`config.mk`:
```
export PLATFORM = sky130hd
export DESIGN_NAME = twiddle_seq
export DESIGN_NICKNAME = d
export VERILOG_FILES = /design/src/rtl/twiddle_seq.sv
export SDC_FILE = /design/constraint.sdc
export NUM_CORES = 1
export LEC_CHECK = 0
export BUFFER_PORTS_ARGS = -buffer_cell sky130_fd_sc_hd__buf_2
export CORE_UTILIZATION = 40
export CTS_BUF_LIST = sky130_fd_sc_hd__clkbuf_16
export DETAILED_ROUTE_END_ITERATION = 6
export GPL_TIMING_DRIVEN = 0
export PLACE_DENSITY_LB_ADDON = 0.2
export SETUP_SLACK_MARGIN = 0.1
export SKIP_CTS_REPAIR_TIMING = 1
export SLEW_MARGIN = 30
export SYNTH_ARGS = -nofsm -noshare
export SYNTH_HDL_FRONTEND = slang
export SYNTH_SLANG_ARGS = --single-unit
```
`constraint.sdc`:
```
create_clock -name clk -period 1.87 [get_ports clk]
set_input_delay 0 -clock clk [delete_from_list [all_inputs] [get_ports clk]]
set_output_delay 0 -clock clk [all_outputs]
set_load 0.03 [all_outputs]
```
`src/rtl/twiddle_seq.sv`:
```
// Twiddle-factor ROM address sequencer for the radix-2 DIF FFT.
// Walks k over one or more stages and tags the ROM's registered output.
module twiddle_seq #(
   parameter int unsigned N_LOG2 = 10,
   parameter int unsigned ADDR_W = N_LOG2 - 1
) (
   input  logic              clk,
   input  logic              rst,
   input  logic              start,
   input  logic [3:0]        stage,
   input  logic              all_stages,
   input  logic              hold,
   output logic [ADDR_W-1:0] rom_addr,
   output logic              rom_ce,
   output logic              tw_valid,
   output logic [N_LOG2-2:0] tw_idx,
   output logic [3:0]        tw_stage,
   output logic              tw_last,
   output logic              busy,
   output logic              done,
   output logic              cfg_err
);

   localparam int unsigned KW = N_LOG2 - 1;
   localparam int unsigned SW = 4;
   localparam logic [KW-1:0] K_LAST = {KW{1'b1}};
   localparam logic [SW-1:0] S_LIM  = SW'(N_LOG2);
   localparam logic [SW-1:0] S_MAX  = SW'(N_LOG2 - 1);

   typedef enum logic [1:0] {IDLE, RUN, DRAIN} state_t;

   state_t        state_q, state_d;
   logic [KW-1:0] k_q, k_d;
   logic [SW-1:0] s_q, s_d;
   logic [SW-1:0] last_s_q, last_s_d;
   logic          tw_valid_q, tw_valid_d;
   logic [KW-1:0] tw_idx_q, tw_idx_d;
   logic [SW-1:0] tw_stage_q, tw_stage_d;
   logic          tw_last_q, tw_last_d;
   logic          done_q, done_d;
   logic          cfg_err_q, cfg_err_d;
   logic          rom_ce_c;

   // Next-state, index walk and tag load; tags share the ROM enable
   always_comb begin
      state_d    = state_q;
      k_d        = k_q;
      s_d        = s_q;
      last_s_d   = last_s_q;
      tw_valid_d = tw_valid_q;
      tw_idx_d   = tw_idx_q;
      tw_stage_d = tw_stage_q;
      tw_last_d  = tw_last_q;
      done_d     = 1'b0;
      cfg_err_d  = 1'b0;
      rom_ce_c   = 1'b0;
      case (state_q)
         IDLE: begin
            if (start) begin
               if (stage < S_LIM) begin
                  k_d      = '0;
                  s_d      = stage;
                  last_s_d = all_stages ? S_MAX : stage;
                  state_d  = RUN;
               end else begin
                  cfg_err_d = 1'b1;
               end
            end
         end
         RUN: begin
            if (!hold) begin
               rom_ce_c   = 1'b1;
               tw_valid_d = 1'b1;
               tw_idx_d   = k_q;
               tw_stage_d = s_q;
               tw_last_d  = (k_q == K_LAST);
               if (k_q != K_LAST) begin
                  k_d = k_q + KW'(1);
               end else begin
                  k_d = '0;
                  // Next stage starts on the very next edge, no bubble
                  if (s_q < last_s_q) s_d = s_q + SW'(1);
                  else                state_d = DRAIN;
               end
            end
         end
         DRAIN: begin
            if (!hold) begin
               tw_valid_d = 1'b0;
               tw_last_d  = 1'b0;
               done_d     = 1'b1;
               state_d    = IDLE;
            end
         end
         default: state_d = IDLE;
      endcase
   end

   always_ff @(posedge clk) begin
      if (rst) begin
         state_q    <= IDLE;
         k_q        <= '0;
         s_q        <= '0;
         last_s_q   <= '0;
         tw_valid_q <= 1'b0;
         tw_idx_q   <= '0;
         tw_stage_q <= '0;
         tw_last_q  <= 1'b0;
         done_q     <= 1'b0;
         cfg_err_q  <= 1'b0;
      end else begin
         state_q    <= state_d;
         k_q        <= k_d;
         s_q        <= s_d;
         last_s_q   <= last_s_d;
         tw_valid_q <= tw_valid_d;
         tw_idx_q   <= tw_idx_d;
         tw_stage_q <= tw_stage_d;
         tw_last_q  <= tw_last_d;
         done_q     <= done_d;
         cfg_err_q  <= cfg_err_d;
      end
   end

   // Low ADDR_W bits of k * 2^s
   assign rom_addr = ADDR_W'(k_q << s_q);
   assign rom_ce   = rom_ce_c;
   assign busy     = (state_q != IDLE);
   assign tw_valid = tw_valid_q;
   assign tw_idx   = tw_idx_q;
   assign tw_stage = tw_stage_q;
   assign tw_last  = tw_last_q;
   assign done     = done_q;
   assign cfg_err  = cfg_err_q;

endmodule

```
* Yosys cells after proc, flatten, opt, wreduce, memory -nomap -nowiden
Index checks and enable logic that the tools add are counted.
** Storage, ports and cells
- Register bits after elaboration :: 36
- Bits of input ports :: 9
- Output and inout bits :: 28
- Word-level logic and storage cells :: 69
** Cells by class
- $add $sub $neg :: 2
- Order comparisons :: 2
- Equal/unequal tests :: 11
- Shift-type cells :: 1
- Muxes and demuxes :: 27
- Bitwise operators :: 4
- Reduce and logical (&&, ||, !) cells :: 12
** Operators with widths (number)
- 2-to-1 mux 9 bit :: 4
- 2-to-1 mux 4 bit :: 6
- one-hot mux 9 bit (2 select lines) :: 1
- != test 2 bit, second input constant :: 7
- 2-to-1 mux 2 bit :: 6
- AND reduction 6 bit :: 2
- adder 9 x 1 -> 9 bit, second input constant :: 1
- equality test 9 bit, second input constant :: 1
- != test 9 bit, second input constant :: 1
- left shift 9 x 4 -> 9 bit :: 1
- one-hot mux 4 bit (2 select lines) :: 1
- 2-to-1 mux 1 bit :: 6
- one-hot mux 2 bit (3 select lines) :: 1
- AND reduction 3 bit :: 2
- nonzero test 2 bit :: 3
- adder 4 x 1 -> 4 bit, second input constant :: 1
- less-than comparator 4 bit :: 1
- less-than comparator 4 bit, second input constant :: 1
- NOT 1 bit :: 4
- one-hot mux 1 bit (2 select lines) :: 2
- AND reduction 4 bit :: 1
- OR reduction 3 bit :: 1
- equality test 2 x 1 -> 1 bit, second input constant :: 1
- equality test 2 bit, second input constant :: 1
- other kinds (3) :: 3

* Depth between registers and ports, before layout
- Depth in word-level cells :: 5
- Mapped depth :: 9
- Mapped depth without buffers :: 8

* Least setup slack after synthesis
No wires, ideal clock.
- Kind :: reg2out
- Start :: register s_q[0]
- End :: output rom_addr[3]
- Arrival :: 1.796 ns
- Required time :: 1.870 ns
- Slack :: 0.074 ns
- Cell stages (with the launch flop) :: 5
- Path buffers :: 2
- Path through :: dfxtp_1 > buf_2 > buf_1 > mux2i_1 > nor3b_1
** Between the ends
- Longest elaborated chain between the ends :: 1
** RTL lines
- from (decl) :: RTL line 34 : logic [SW-1:0] s_q, s_d;
- from (signal assigned) :: RTL line 103 : s_q <= '0;
- from (signal assigned) :: RTL line 114 : s_q <= s_d;
- left shift 9 x 4 -> 9 bit :: RTL line 126 : assign rom_addr = ADDR_W'(k_q << s_q);
- to (decl) :: RTL line 13 : output logic [ADDR_W-1:0] rom_addr,
No other way between the ends.

* Worst setup path in the final report
- Start :: register last_s_q[2]
- End :: register s_q[3]
** Between the ends
- Longest elaborated chain between the ends :: 3
** RTL lines
- from (decl) :: RTL line 35 : logic [SW-1:0] last_s_q, last_s_d;
- from (signal assigned) :: RTL line 115 : last_s_q <= last_s_d;
- less-than comparator 4 bit :: RTL line 82 : if (s_q < last_s_q) s_d = s_q + SW'(1);
- != test 2 bit (no line)
- AND reduction 6 bit (no line)
No other way between the ends.
A chain may end at the register's enable or synchronous reset.

==> out/summary.txt <==
Clk_lat worst skew: 0.28 ns
Post-synthesis sequential area ratio: 0.380
CTS max path bufs: 2
Unrepaired setup endpoints after global routing: true
Initial core utilization: 0.426
Root buf cell: clkbuf_16
Max Clock Skew: 0.00471 ns
GRT met2 Usage: 0.274
Post-Layout Cell Count: 336
Gr busiest metal: met2
I/O Pins: 37
Leak: 0.982 nW
Antenna-violating nets left: 0
Mean Syn Cell Area: 7.96 um2
FILL cells: 410
Largest net degree at the start of global routing: 11
Met1 usage: 0.270
Met3 Use GR: 0.0427
CTS tree: built
Antenna cells: 0
Placed cell area: 0.00214 mm2
Max-Cap Viols: 0
Power density over cell area: 894 mW/mm2
Multi-input logic area: 0.00115 mm2
Mapped Nets: 253
CP max FO: 3
Hold/Removal Path Class: primary input to flop
Vias/cell: 5.32
CTS buffer count: 5
H-tree depth: 2
Post-synth top area share: 0.380
Critical path arrival: 1.87 ns
Area Growth Syn to Fin: 28.5%
Minimum clock period: 1.72 ns
WS Path Type: flop to flop
Post-synthesis cell type count: 43
WHS Path Cells: 3
First-pass GRT wire length: 7420 um
Final Hold Viols: 0
Max Fclk: 582 MHz
Placed instance count: 326
Die Y: 70.8 um
Req. time, crit path: 2.02 ns
Reg area: 729 um2
Vias in the first global route: 1526
WL/cell: 13.8 um
Worst R2R End: s_q[3]
Critical path endpoint: s_q[3]
Final setup fails: 0
IR drop worst, VDD: 466 uV
Yosys warning count: 0
Synth top area cells: dfxtp_1, nand2_1, a21oi_1
Post-synth EDFFs: 0
Residual DRC: 4
Clock transition at the registers of the reported paths: 0.05 ns
Crit path launch: last_s_q[2]
Hold slack final: 0.0113 ns
GRT Util Overall: 0.187
Via count: 1789
Synth Flop Type: dfxtp_1
Routability congestion estimate: 0.827
Net count reported at finish: 298
Post-route cell area: 0.00243 mm2
Cells after Synth: 238
Crit start category: flop
R2r setup slk: 0.15 ns
Die X: 70.8 um
Seq cells post-synth: 36
Setup TNS: 0 ns
Initial antenna violation count: 0
Failing checks: design-rule violations
GRT overflow: 0
Core Region: 0.00444 mm2
Critical Path End Type: flop
Post-Syn Area: 0.00189 mm2
Most common cell in the netlist: nand2_1
Fraction of registers with async set/reset: 0
FP Rows: 24
TritonRoute pass-1 iters: 6
Post-synth top cells: nand2_1, dfxtp_1, a21oi_1
Die ar.: 0.00501 mm2
Worst r2r src: last_s_q[2]
Final period util: 0.919
Buffers on Ports: 36
Slew @ Worst Pin: 0.524 ns
Outcome: finished with violations
Slew Viols, Final: 0
Share of layout cells above drive strength 1: 0.285
Leading area contributor after synthesis: dfxtp_1
R2R cell count: 7
Drt first-iter violations: 58
Hpwl dp: 3300 um
Routed wire length: 4630 um
Clock sinks: 36
Worst slew margin: 0.650
-- stage by stage --
step           power, mW  utilization  setup WS (ns)
2_1_floorplan       1.20            -          0.145
6_report            2.17        0.548          0.151
3_5_place_dp        1.32        0.483         -0.148
5_1_grt             2.27        0.548         0.0838
3_3_place_gp        1.31        0.483         -0.134
4_1_cts             2.10        0.513         -0.155
-- cells in the final DEF, fill, tap and decap left out, drive strengths merged, types with 2 or more instances in the layout --
cell	n
mux2	2
mux2i	9
xor2	3
o211ai	2
nor2b	2
nor2	20
a211oi	5
inv	11
a31o	2
a21oi	29
nand2b	4
nand3	6
a22oi	2
o21ai	8
nor3	10
clkbuf	14
dfxtp	36
nand2	43
nand4	3
and3	2
xnor2	3
o31ai	2
ha	6
buf	45
a31oi	3
-- metal layers --
layer,share of wire,vias up
met3,0.046,6
met2,0.44,49
met4,0.014,0
li1,-,923
met1,0.50,811
met5,0,-
-- state kept, by name (all words and copies together) (netlist names) --
signal	count
done	1
last_s_q	4
k_q	9
tw_last	1
cfg_err	1
tw_valid	1
state_q	2
tw_idx	9
s_q	4
tw_stage	4
-- kinds of logic (layout without fill, tap and decap cells) --
logic type	Yosys count	in the layout	synth area share
mux	12	12	0.0713
simple gates	95	95	0.227
xor+xnor	6	6	0.0277
compound gates	58	58	0.191
flops	36	36	0.380
fa+ha+maj	6	6	0.0396
buf+inv	25	71	0.0634
-- worst min path at each step --
stage          startpoint           to  slack, ns
5_1_grt             start      cfg_err       0.04
3_5_place_dp     stage[1]  last_s_q[1]       0.28
3_3_place_gp     stage[1]  last_s_q[1]       0.28
4_1_cts          stage[1]  last_s_q[1]     -0.006
6_report         stage[1]  last_s_q[1]       0.01
2_1_floorplan       start      cfg_err       0.14
-- cell type report --
| cell class | count | area share |
|---|---|---|
| buffer | 16 | 0.0458 |
| clock buffer | 5 | 0.0514 |
| clock inverter | 3 | 0.00463 |
| inverter | 9 | 0.0159 |
| multi-input combinational | 177 | 0.474 |
| sequential | 36 | 0.300 |
| tap | 52 | 0.0267 |
| timing repair buffer | 38 | 0.0823 |
-- critical path, stage by stage, from the launching register on --
cell and delay, ns:
dfxtp_2 0.33, inv_1 0.04, ha_1 0.28, a21o_1 0.21, a21oi_4 0.21, a31oi_4 0.13
o311ai_2 0.28, o31ai_2 0.11
-- power by group --
group	leakage [nW]	switching (mW)	internal (mW)
logic	0.613	0.355	0.207
clock network	0.0738	0.298	0.478
registers	0.295	0.0333	0.804
total	0.982	0.686	1.49
Power figures use the tool's default switching activity.
